--- src/rtl/wb_stage_if.sv ---
// Writeback-stage bus bundle.
// Groups the M-stage inputs, the Decode read ports and the hazard/debug outputs
// of wb_stage. The slave modport is the writeback stage. The master modport is
// its environment, which drives the M stage and the Decode read addresses.
//   M stage    : RegWriteM, MemtoRegM, ReadDataM, ALUOutM, WriteRegM
//   Decode     : A1, A2 -> RD1, RD2
//   Hazard/dbg : RegWriteW, WriteRegW, ResultW, WriteCount
interface wb_stage_if #(
  parameter int DATA_WIDTH     = 32,
  parameter int REG_ADDR_WIDTH = 5
);
  logic                      RegWriteM;
  logic                      MemtoRegM;
  logic [DATA_WIDTH-1:0]     ReadDataM;
  logic [DATA_WIDTH-1:0]     ALUOutM;
  logic [REG_ADDR_WIDTH-1:0] WriteRegM;
  logic [REG_ADDR_WIDTH-1:0] A1;
  logic [REG_ADDR_WIDTH-1:0] A2;
  logic [DATA_WIDTH-1:0]     RD1;
  logic [DATA_WIDTH-1:0]     RD2;
  logic                      RegWriteW;
  logic [REG_ADDR_WIDTH-1:0] WriteRegW;
  logic [DATA_WIDTH-1:0]     ResultW;
  logic [31:0]               WriteCount;

  modport slave (
    input  RegWriteM, MemtoRegM, ReadDataM, ALUOutM, WriteRegM, A1, A2,
    output RD1, RD2, RegWriteW, WriteRegW, ResultW, WriteCount
  );

  modport master (
    output RegWriteM, MemtoRegM, ReadDataM, ALUOutM, WriteRegM, A1, A2,
    input  RD1, RD2, RegWriteW, WriteRegW, ResultW, WriteCount
  );
endinterface

--- src/rtl/wb_stage.sv ---
// Writeback pipeline stage with an integrated register file.
// The M-stage outputs are registered into the W stage. The result is selected
// from the load data or the ALU output and committed to the register file on
// the edge that ends the W cycle. The Decode read ports see a same-cycle bypass
// of the pending write. A free-running counter tracks the committed writes.
// Ports:
//   CLK : pipeline clock, rising edge
//   RST : asynchronous active-high reset
//   bus : wb_stage_if.slave (M inputs, read ports, hazard/debug outputs)
module wb_stage #(
  parameter int DATA_WIDTH     = 32,
  parameter int REG_ADDR_WIDTH = 5
) (
  input  logic       CLK,
  input  logic       RST,
  wb_stage_if.slave  bus
);
  localparam int NUM_REGS = 2 ** REG_ADDR_WIDTH;

  logic                      reg_write_q, reg_write_d;
  logic                      memto_reg_q, memto_reg_d;
  logic [DATA_WIDTH-1:0]     read_data_q, read_data_d;
  logic [DATA_WIDTH-1:0]     alu_out_q, alu_out_d;
  logic [REG_ADDR_WIDTH-1:0] write_reg_q, write_reg_d;
  logic [DATA_WIDTH-1:0]     regs_q [NUM_REGS];
  logic [31:0]               write_count_q, write_count_d;

  logic [DATA_WIDTH-1:0]     result;
  logic                      commit;

  assign reg_write_d = bus.RegWriteM;
  assign memto_reg_d = bus.MemtoRegM;
  assign read_data_d = bus.ReadDataM;
  assign alu_out_d   = bus.ALUOutM;
  assign write_reg_d = bus.WriteRegM;

  always_ff @(posedge CLK or posedge RST) begin
    if (RST) begin
      reg_write_q <= 1'b0;
      memto_reg_q <= 1'b0;
      read_data_q <= '0;
      alu_out_q   <= '0;
      write_reg_q <= '0;
    end else begin
      reg_write_q <= reg_write_d;
      memto_reg_q <= memto_reg_d;
      read_data_q <= read_data_d;
      alu_out_q   <= alu_out_d;
      write_reg_q <= write_reg_d;
    end
  end

  assign result = memto_reg_q ? read_data_q : alu_out_q;
  // Writes to register 0 are dropped here, so entry 0 stays at its reset value.
  assign commit = reg_write_q && (write_reg_q != '0);

  always_ff @(posedge CLK or posedge RST) begin
    if (RST) begin
      for (int i = 0; i < NUM_REGS; i++) regs_q[i] <= '0;
    end else if (commit) begin
      regs_q[write_reg_q] <= result;
    end
  end

  assign write_count_d = commit ? write_count_q + 32'd1 : write_count_q;

  always_ff @(posedge CLK or posedge RST) begin
    if (RST) write_count_q <= '0;
    else     write_count_q <= write_count_d;
  end

  // The read ports are pure combinational lookups. An unknown address can only
  // produce an unknown read value. It cannot reach any storage update.
  function automatic logic [DATA_WIDTH-1:0] read_port(input logic [REG_ADDR_WIDTH-1:0] a);
    logic [DATA_WIDTH-1:0] v;
    v = '0;
    if (a == '0)                                v = '0;
    else if (reg_write_q && (a == write_reg_q)) v = result;
    else                                        v = regs_q[a];
    return v;
  endfunction

  assign bus.RD1        = read_port(bus.A1);
  assign bus.RD2        = read_port(bus.A2);
  assign bus.RegWriteW  = reg_write_q;
  assign bus.WriteRegW  = write_reg_q;
  assign bus.ResultW    = result;
  assign bus.WriteCount = write_count_q;
endmodule

--- src/flat_wrapper.sv ---
// flat-port wrapper written by rule: the top's interface ports become plain ports
module wb_stage_flat 
#(
  parameter int DATA_WIDTH     = 32,
  parameter int REG_ADDR_WIDTH = 5
)
  (CLK, RST, bus_RegWriteM, bus_MemtoRegM, bus_ReadDataM, bus_ALUOutM, bus_WriteRegM, bus_A1, bus_A2, bus_RD1, bus_RD2, bus_RegWriteW, bus_WriteRegW, bus_ResultW, bus_WriteCount);
  wb_stage_if #(.DATA_WIDTH(DATA_WIDTH), .REG_ADDR_WIDTH(REG_ADDR_WIDTH)) bus_i ();
  input  logic CLK;
  input  logic RST;
  input wire logic [$bits(bus_i.RegWriteM)-1:0] bus_RegWriteM;
  input wire logic [$bits(bus_i.MemtoRegM)-1:0] bus_MemtoRegM;
  input wire logic [$bits(bus_i.ReadDataM)-1:0] bus_ReadDataM;
  input wire logic [$bits(bus_i.ALUOutM)-1:0] bus_ALUOutM;
  input wire logic [$bits(bus_i.WriteRegM)-1:0] bus_WriteRegM;
  input wire logic [$bits(bus_i.A1)-1:0] bus_A1;
  input wire logic [$bits(bus_i.A2)-1:0] bus_A2;
  output wire logic [$bits(bus_i.RD1)-1:0] bus_RD1;
  output wire logic [$bits(bus_i.RD2)-1:0] bus_RD2;
  output wire logic [$bits(bus_i.RegWriteW)-1:0] bus_RegWriteW;
  output wire logic [$bits(bus_i.WriteRegW)-1:0] bus_WriteRegW;
  output wire logic [$bits(bus_i.ResultW)-1:0] bus_ResultW;
  output wire logic [$bits(bus_i.WriteCount)-1:0] bus_WriteCount;
  assign bus_i.RegWriteM = bus_RegWriteM;
  assign bus_i.MemtoRegM = bus_MemtoRegM;
  assign bus_i.ReadDataM = bus_ReadDataM;
  assign bus_i.ALUOutM = bus_ALUOutM;
  assign bus_i.WriteRegM = bus_WriteRegM;
  assign bus_i.A1 = bus_A1;
  assign bus_i.A2 = bus_A2;
  assign bus_RD1 = bus_i.RD1;
  assign bus_RD2 = bus_i.RD2;
  assign bus_RegWriteW = bus_i.RegWriteW;
  assign bus_WriteRegW = bus_i.WriteRegW;
  assign bus_ResultW = bus_i.ResultW;
  assign bus_WriteCount = bus_i.WriteCount;
  wb_stage #(.DATA_WIDTH(DATA_WIDTH), .REG_ADDR_WIDTH(REG_ADDR_WIDTH)) u_core (.CLK(CLK), .RST(RST), .bus(bus_i));
endmodule
--- config.mk ---
export PLATFORM = sky130hd
export DESIGN_NAME = wb_stage_flat
export DESIGN_NICKNAME = d
export VERILOG_FILES = /design/src/rtl/wb_stage_if.sv /design/src/rtl/wb_stage.sv /design/src/flat_wrapper.sv
export SDC_FILE = /design/constraint.sdc
export NUM_CORES = 2
export LEC_CHECK = 0
export BUFFER_PORTS_ARGS = -buffer_cell sky130_fd_sc_hd__buf_2
export CAP_MARGIN = 20
export CORE_UTILIZATION = 35
export CTS_BUF_LIST = sky130_fd_sc_hd__clkbuf_2 sky130_fd_sc_hd__clkbuf_4 sky130_fd_sc_hd__clkbuf_8
export CTS_CLUSTER_SIZE = 16
export DETAILED_ROUTE_END_ITERATION = 7
export PLACE_DENSITY_LB_ADDON = 0.2
export SLEW_MARGIN = 20
export SYNTH_ARGS = -nofsm -noshare
export SYNTH_HDL_FRONTEND = slang
export SYNTH_SLANG_ARGS = --single-unit
export TNS_END_PERCENT = 5
--- constraint.sdc ---
create_clock -name CLK -period 36.4 [get_ports CLK]
set_input_delay 7.28 -clock CLK [delete_from_list [all_inputs] [get_ports CLK]]
set_output_delay 7.28 -clock CLK [all_outputs]
set_load 0.01 [all_outputs]
# After elaboration in Yosys (flattened, before gate mapping)

Cells that the tools add are included.

Add/subtract/negate cells: 1
Order comparisons: 4
Eq/ne operators: 2
Muxes and demuxes: 14
Bitwise gates (word level): 3
Reductions and logical operators: 7

Operator list:

| cell                  | count |
|---|---|
| $bwmux 1024           | 1 |
| $bmux 32 s5           | 2 |
| $mux 32               | 10 |
| $demux 32 s5          | 1 |
| $add 32x1->32 const B | 1 |
| $ge 6x6->1 const B    | 3 |
| $not 5->6             | 3 |
| $eq 5x5->1            | 2 |
| $logic_not 5->1       | 2 |
| $lt 6x1->1 const B    | 1 |
| $reduce_bool 5->1     | 1 |
| $logic_and 1x1->1     | 4 |

Bits in registers: 1127
Input port bits: 83
Word-level logic and storage cells: 69

# Longest topological paths before layout

Depth in word-level cells: 6
Gate-level depth with buffers: 9

# Worst setup path before layout

No wires, ideal clock.

Path kind: input -> output
Start point: input bus_A1[0]
End point: output bus_RD1[14]
Arrival time: 8885 ps
Required time: 29120 ps
Path slack: 20235 ps
Stages: 7
Path through: buf_6 buf_6 buf_2 mux4_2 a22oi_1 a21oi_1 a211o_1

Word-level cells in the longest chain between the ends: 6
Elaborated cells between the ends (all ways): 9
Classes of those cells: 1 x eq/ne; 5 x mux; 1 x bitwise; 2 x reduce/logical

Ends and longest elaborated chain:

| element                                    | line               | RTL |
|---|---|---|
| start: declaration                         | flat_wrapper.sv:16 | `input wire logic [$bits(bus_i.A1)-1:0] bus_A1;` |
| $not 5->6 (implied by the code)            | wb_stage.sv:79     | `else v = regs_q[a];` |
| $bmux 32 s5                                | wb_stage.sv:79     |  |
| $mux 32 (implied by the code) (2 in a row) | wb_stage.sv:79     |  |
| $mux 32                                    | wb_stage.sv:78     | `else if (reg_write_q && (a == write_reg_q)) v = result;` |
| $mux 32 (*)                                | wb_stage.sv:77     | `if (a == '0) v = '0;` |
| end: declaration                           | flat_wrapper.sv:18 | `output wire logic [$bits(bus_i.RD1)-1:0] bus_RD1;` |

Mark *: on every way between the ends. The rest lies on a longest branch, timed or not. The select of a mux whose other input is x is not followed.

# Final worst setup path

Start point: input bus_A1[0]
End point: output bus_RD1[22]

The elaborated chain is that of the path after synthesis.

==> flow_metrics.py <==
metrics = {
    "power": {
        "cellLeakagePower_nw": 27.1,
        "powerDensity_nw_per_um2": 58.1,
        "finalPower_mw": 3.71,
        "vdd_drop_max_mv": 0.0419,
    },
    "timing": {
        "tightest_slew_ps": 1100,
        "finalSetupViolations": 0,
        "fin_crit_sh_pct": 52.1,
        "setup_slack_ps": 17420,
        "tns_ps": 0,
        "relSlewSlack_pct": 26.7,
        "clock.fmax_mhz": 52.7,
        "drv_slew": 0,
        "min_period_ps": 18980,
        "skew_ps": 49.6,
        "grt_setup_unrepaired": "false",
        "final_hold_viol_count": 0,
    },
    "global_route": {
        "grt_pass1_vias": 43200,
        "antenna_found_initial": 9,
        "grt.overflow.total": 0,
        "grt_pass1_wl_mm": 310,
        "track_usage_pct": 26.2,
        "grt_max_degree": 161,
    },
    "floorplan": {
        "fp.dieW_um": 404,
        "initial_core_util_pct": 35.4,
        "num_rows": 146,
        "core_area_um2": 159000,
        "ios": 217,
        "die_area_um2": 163000,
        "chipHeight_um": 404,
    },
    "setup_path": {
        "slowest_stage": "buf_4",
        "crit_path_end_kind": "output port",
        "cp_cell_sequence": "buf_8, buf_4, buf_4, buf_4, mux4_2, nor2b_1, a211oi_1, a31oi_1, a211o_1, buf_2",
        "worstPathRequired_ps": 29120,
        "path_max_fanout": 64,
        "cp_slowest_stage_delay_ps": 740,
        "start_kind": "input pin",
        "crit_type": "in -> out",
        "arrival_ps": 11700,
        "cpMostUsedCell": "buf_4",
    },
    "final_layout": {
        "drive_gt1_share_pct": 24.7,
        "nets": 5159,
        "fin_area_um2": 63800,
        "syn_to_final_growth_pct": 13.0,
    },
    "yosys": {
        "yosys_warnings": 0,
        "synth_area_leaders": "dfrtp_1, mux4_2, o21ai_0",
        "synth_cell_type_count": 61,
        "async_flop_share_pct": 100,
        "ys_ff_latch": 1127,
        "synth_cells": 5057,
        "yosys.area.top_type_share_pct": 50.0,
        "synth_flop_cell": "dfrtp_1",
        "ys_seq_area_share_pct": 50.0,
        "netlist_area_um2": 56400,
        "synth_edf_count": 0,
        "synth_area_per_cell_um2": 11.2,
        "yosys.area.top_type": "dfrtp_1",
        "syn_nets": 5141,
    },
    "drt": {
        "wirelength_mm": 212,
        "vias": 43200,
        "detail_route.vias_per_cell": 5.86,
        "dr.pass1.iters": 6,
        "drtIter0Drc": 4240,
        "antenna_left": 0,
        "wire_per_inst_um": 28.8,
        "drc": 0,
    },
    "clock_network": {
        "clockBufferDepth": 3,
        "root_buffer": "clkbuf_8",
        "path_clk_slew_ps": 50,
        "hold_buffers": 0,
        "htreeDepth": 4,
        "cts_tree": "done",
        "cts.repair.resized": 0,
        "postCtsSetupBuffers": 0,
        "numCtsBuffers": 199,
        "clock-sinks": 1127,
        "clock_latency_ps": 960,
    },
    "placed_design": {
        "place_area_um2": 59500,
        "dp_slack_ps": 17340,
        "globalplace.congestion": 0.860,
        "io_buffers": 216,
        "hpwl_mm": 131,
    },
    "flow_run": {
        "cap_violations": 0,
    },
    "min_path": {
        "holdCritPathClass": "reg -> reg",
    },
    "run_status": {
        "status": "finished clean",
    },
}
## path summary, 6_finish.rpt
check | startpoint | endpoint | slack [ps] | cells past startpoint
max | bus_A1[0] | bus_RD1[22] | 17420 | 10
min | u_core.regs_q[993] | u_core.regs_q[993] | 390 | 0
max reg2reg | u_core.bus.WriteRegW[1] | u_core.regs_q[257] | 33100 | 5
min reg2reg | u_core.regs_q[993] | u_core.regs_q[993] | 390 | 0
max in group asynchronous | RST | u_core.regs_q[3] | 25940 | 6
min in group asynchronous | RST | u_core.regs_q[403] | 6530 | 2
## worst max-delay path: cells and delay by family
kind                   cells  cell delay [ps]
AND/OR/NAND/NOR            1              140
multiplexers               1              580
buffers and inverters      5             2760
AO/OA/AOI/OAI              3              750
## cells in the final DEF (no fill, tap or decap), types with 8 or more instances in the layout
cell      synthesis  routed
a32o_1           15      15
buf_4            25     127
inv_1            42      41
nand2_1         664     647
buf_2            91     211
o21a_1           11      10
mux4_2          465     465
nor2_4            0      16
clkinv_2          0      16
a211o_1           8       8
nor2_1          486     472
nand2_2           0      17
a31oi_1           8       8
a22o_1           28      28
xnor2_1          24      24
o22ai_1          92      92
o21ai_0         651     650
a22oi_1          63      63
clkbuf_4          1      68
a221o_1          17      17
mux2i_1         119      87
mux2i_4           0      31
nand2b_1         15      14
diode_2           0       8
or2_2             8       8
a211oi_1         17      15
nand4_1          11      11
dfrtp_1        1127    1126
xor2_1           17      17
nand3_1          14      14
nor2b_1          17      13
clkbuf_8          0     250
a221oi_1         70      69
nor3_1           26      26
mux2_2           17      17
a221oi_2          7       8
a21oi_1         410     410
## per-stage QoR
stage	instances	util, %	hold WS [ps]
final	7376	40.0	389
after global routing	7370	40.0	409
after CTS	7365	40.0	396
after detailed placement	7017	37.4	383
after global placement	7011	37.3	378
after floorplan	5057	-	441
## layer usage
layer  wire length [µm]  GRT usage [%]  vias up
li1                   -              -    18500
met1              90700           36.5    22400
met2              96800           40.2     1976
met3              18200           5.97      398
met4               6710           9.17        4
met5                 24              0        -
## layout make-up
| class | count | area [µm²] |
|---|---|---|
| Sequential cell | 1127 | 28200 |
| Clock buffer | 318 | 3950 |
| Timing Repair Buffer | 352 | 2290 |
| Multi-Input combinational cell | 3351 | 26200 |
| Antenna cell | 8 | 20.0 |
| Clock inverter | 30 | 213 |
| Inverter | 44 | 169 |
| Tap cell | 2146 | 2690 |
| Fill cell | 15600 | 95500 |
## report_power, final
part	switching [mW]	total (mW)	leakage, nW	internal [mW]
sequential	0.193	1.69	14.2	1.50
combinational	0.400	0.771	10.7	0.371
clock	0.560	1.24	2.22	0.684
total	1.15	3.71	27.1	2.55
## synth_stat cells, types with 63 or more instances
cell      instances
dfrtp_1        1127
nand2_1         664
o21ai_0         651
nor2_1          486
mux4_2          465
a21oi_1         410
clkbuf_1        372
mux2i_1         119
o22ai_1          92
buf_2            91
a221oi_1         70
a22oi_1          63
## cells by family (layout without fill, tap and decap cells)
family | count (synthesis) | after routing | synth area share (%)
simple gates | 1286 | 1286 | 9.19
other cells | 0 | 8 | 0
fa+ha+maj | 1 | 1 | 0.0222
compound gates | 1422 | 1422 | 14.5
xor+xnor | 41 | 41 | 0.636
mux | 601 | 601 | 21.0
buf+inv | 579 | 744 | 4.69
flops | 1127 | 1127 | 50.0
## registers in the layout, summed over array words and instances, names as in the netlist
name	cells
u_core.bus.WriteRegW	5
u_core.read_data_q	32
u_core.memto_reg_q	1
u_core.regs_q	1024
u_core.bus.RegWriteW	1
u_core.bus.WriteCount	32
u_core.alu_out_q	32
(Power assumes the default switching activity.)
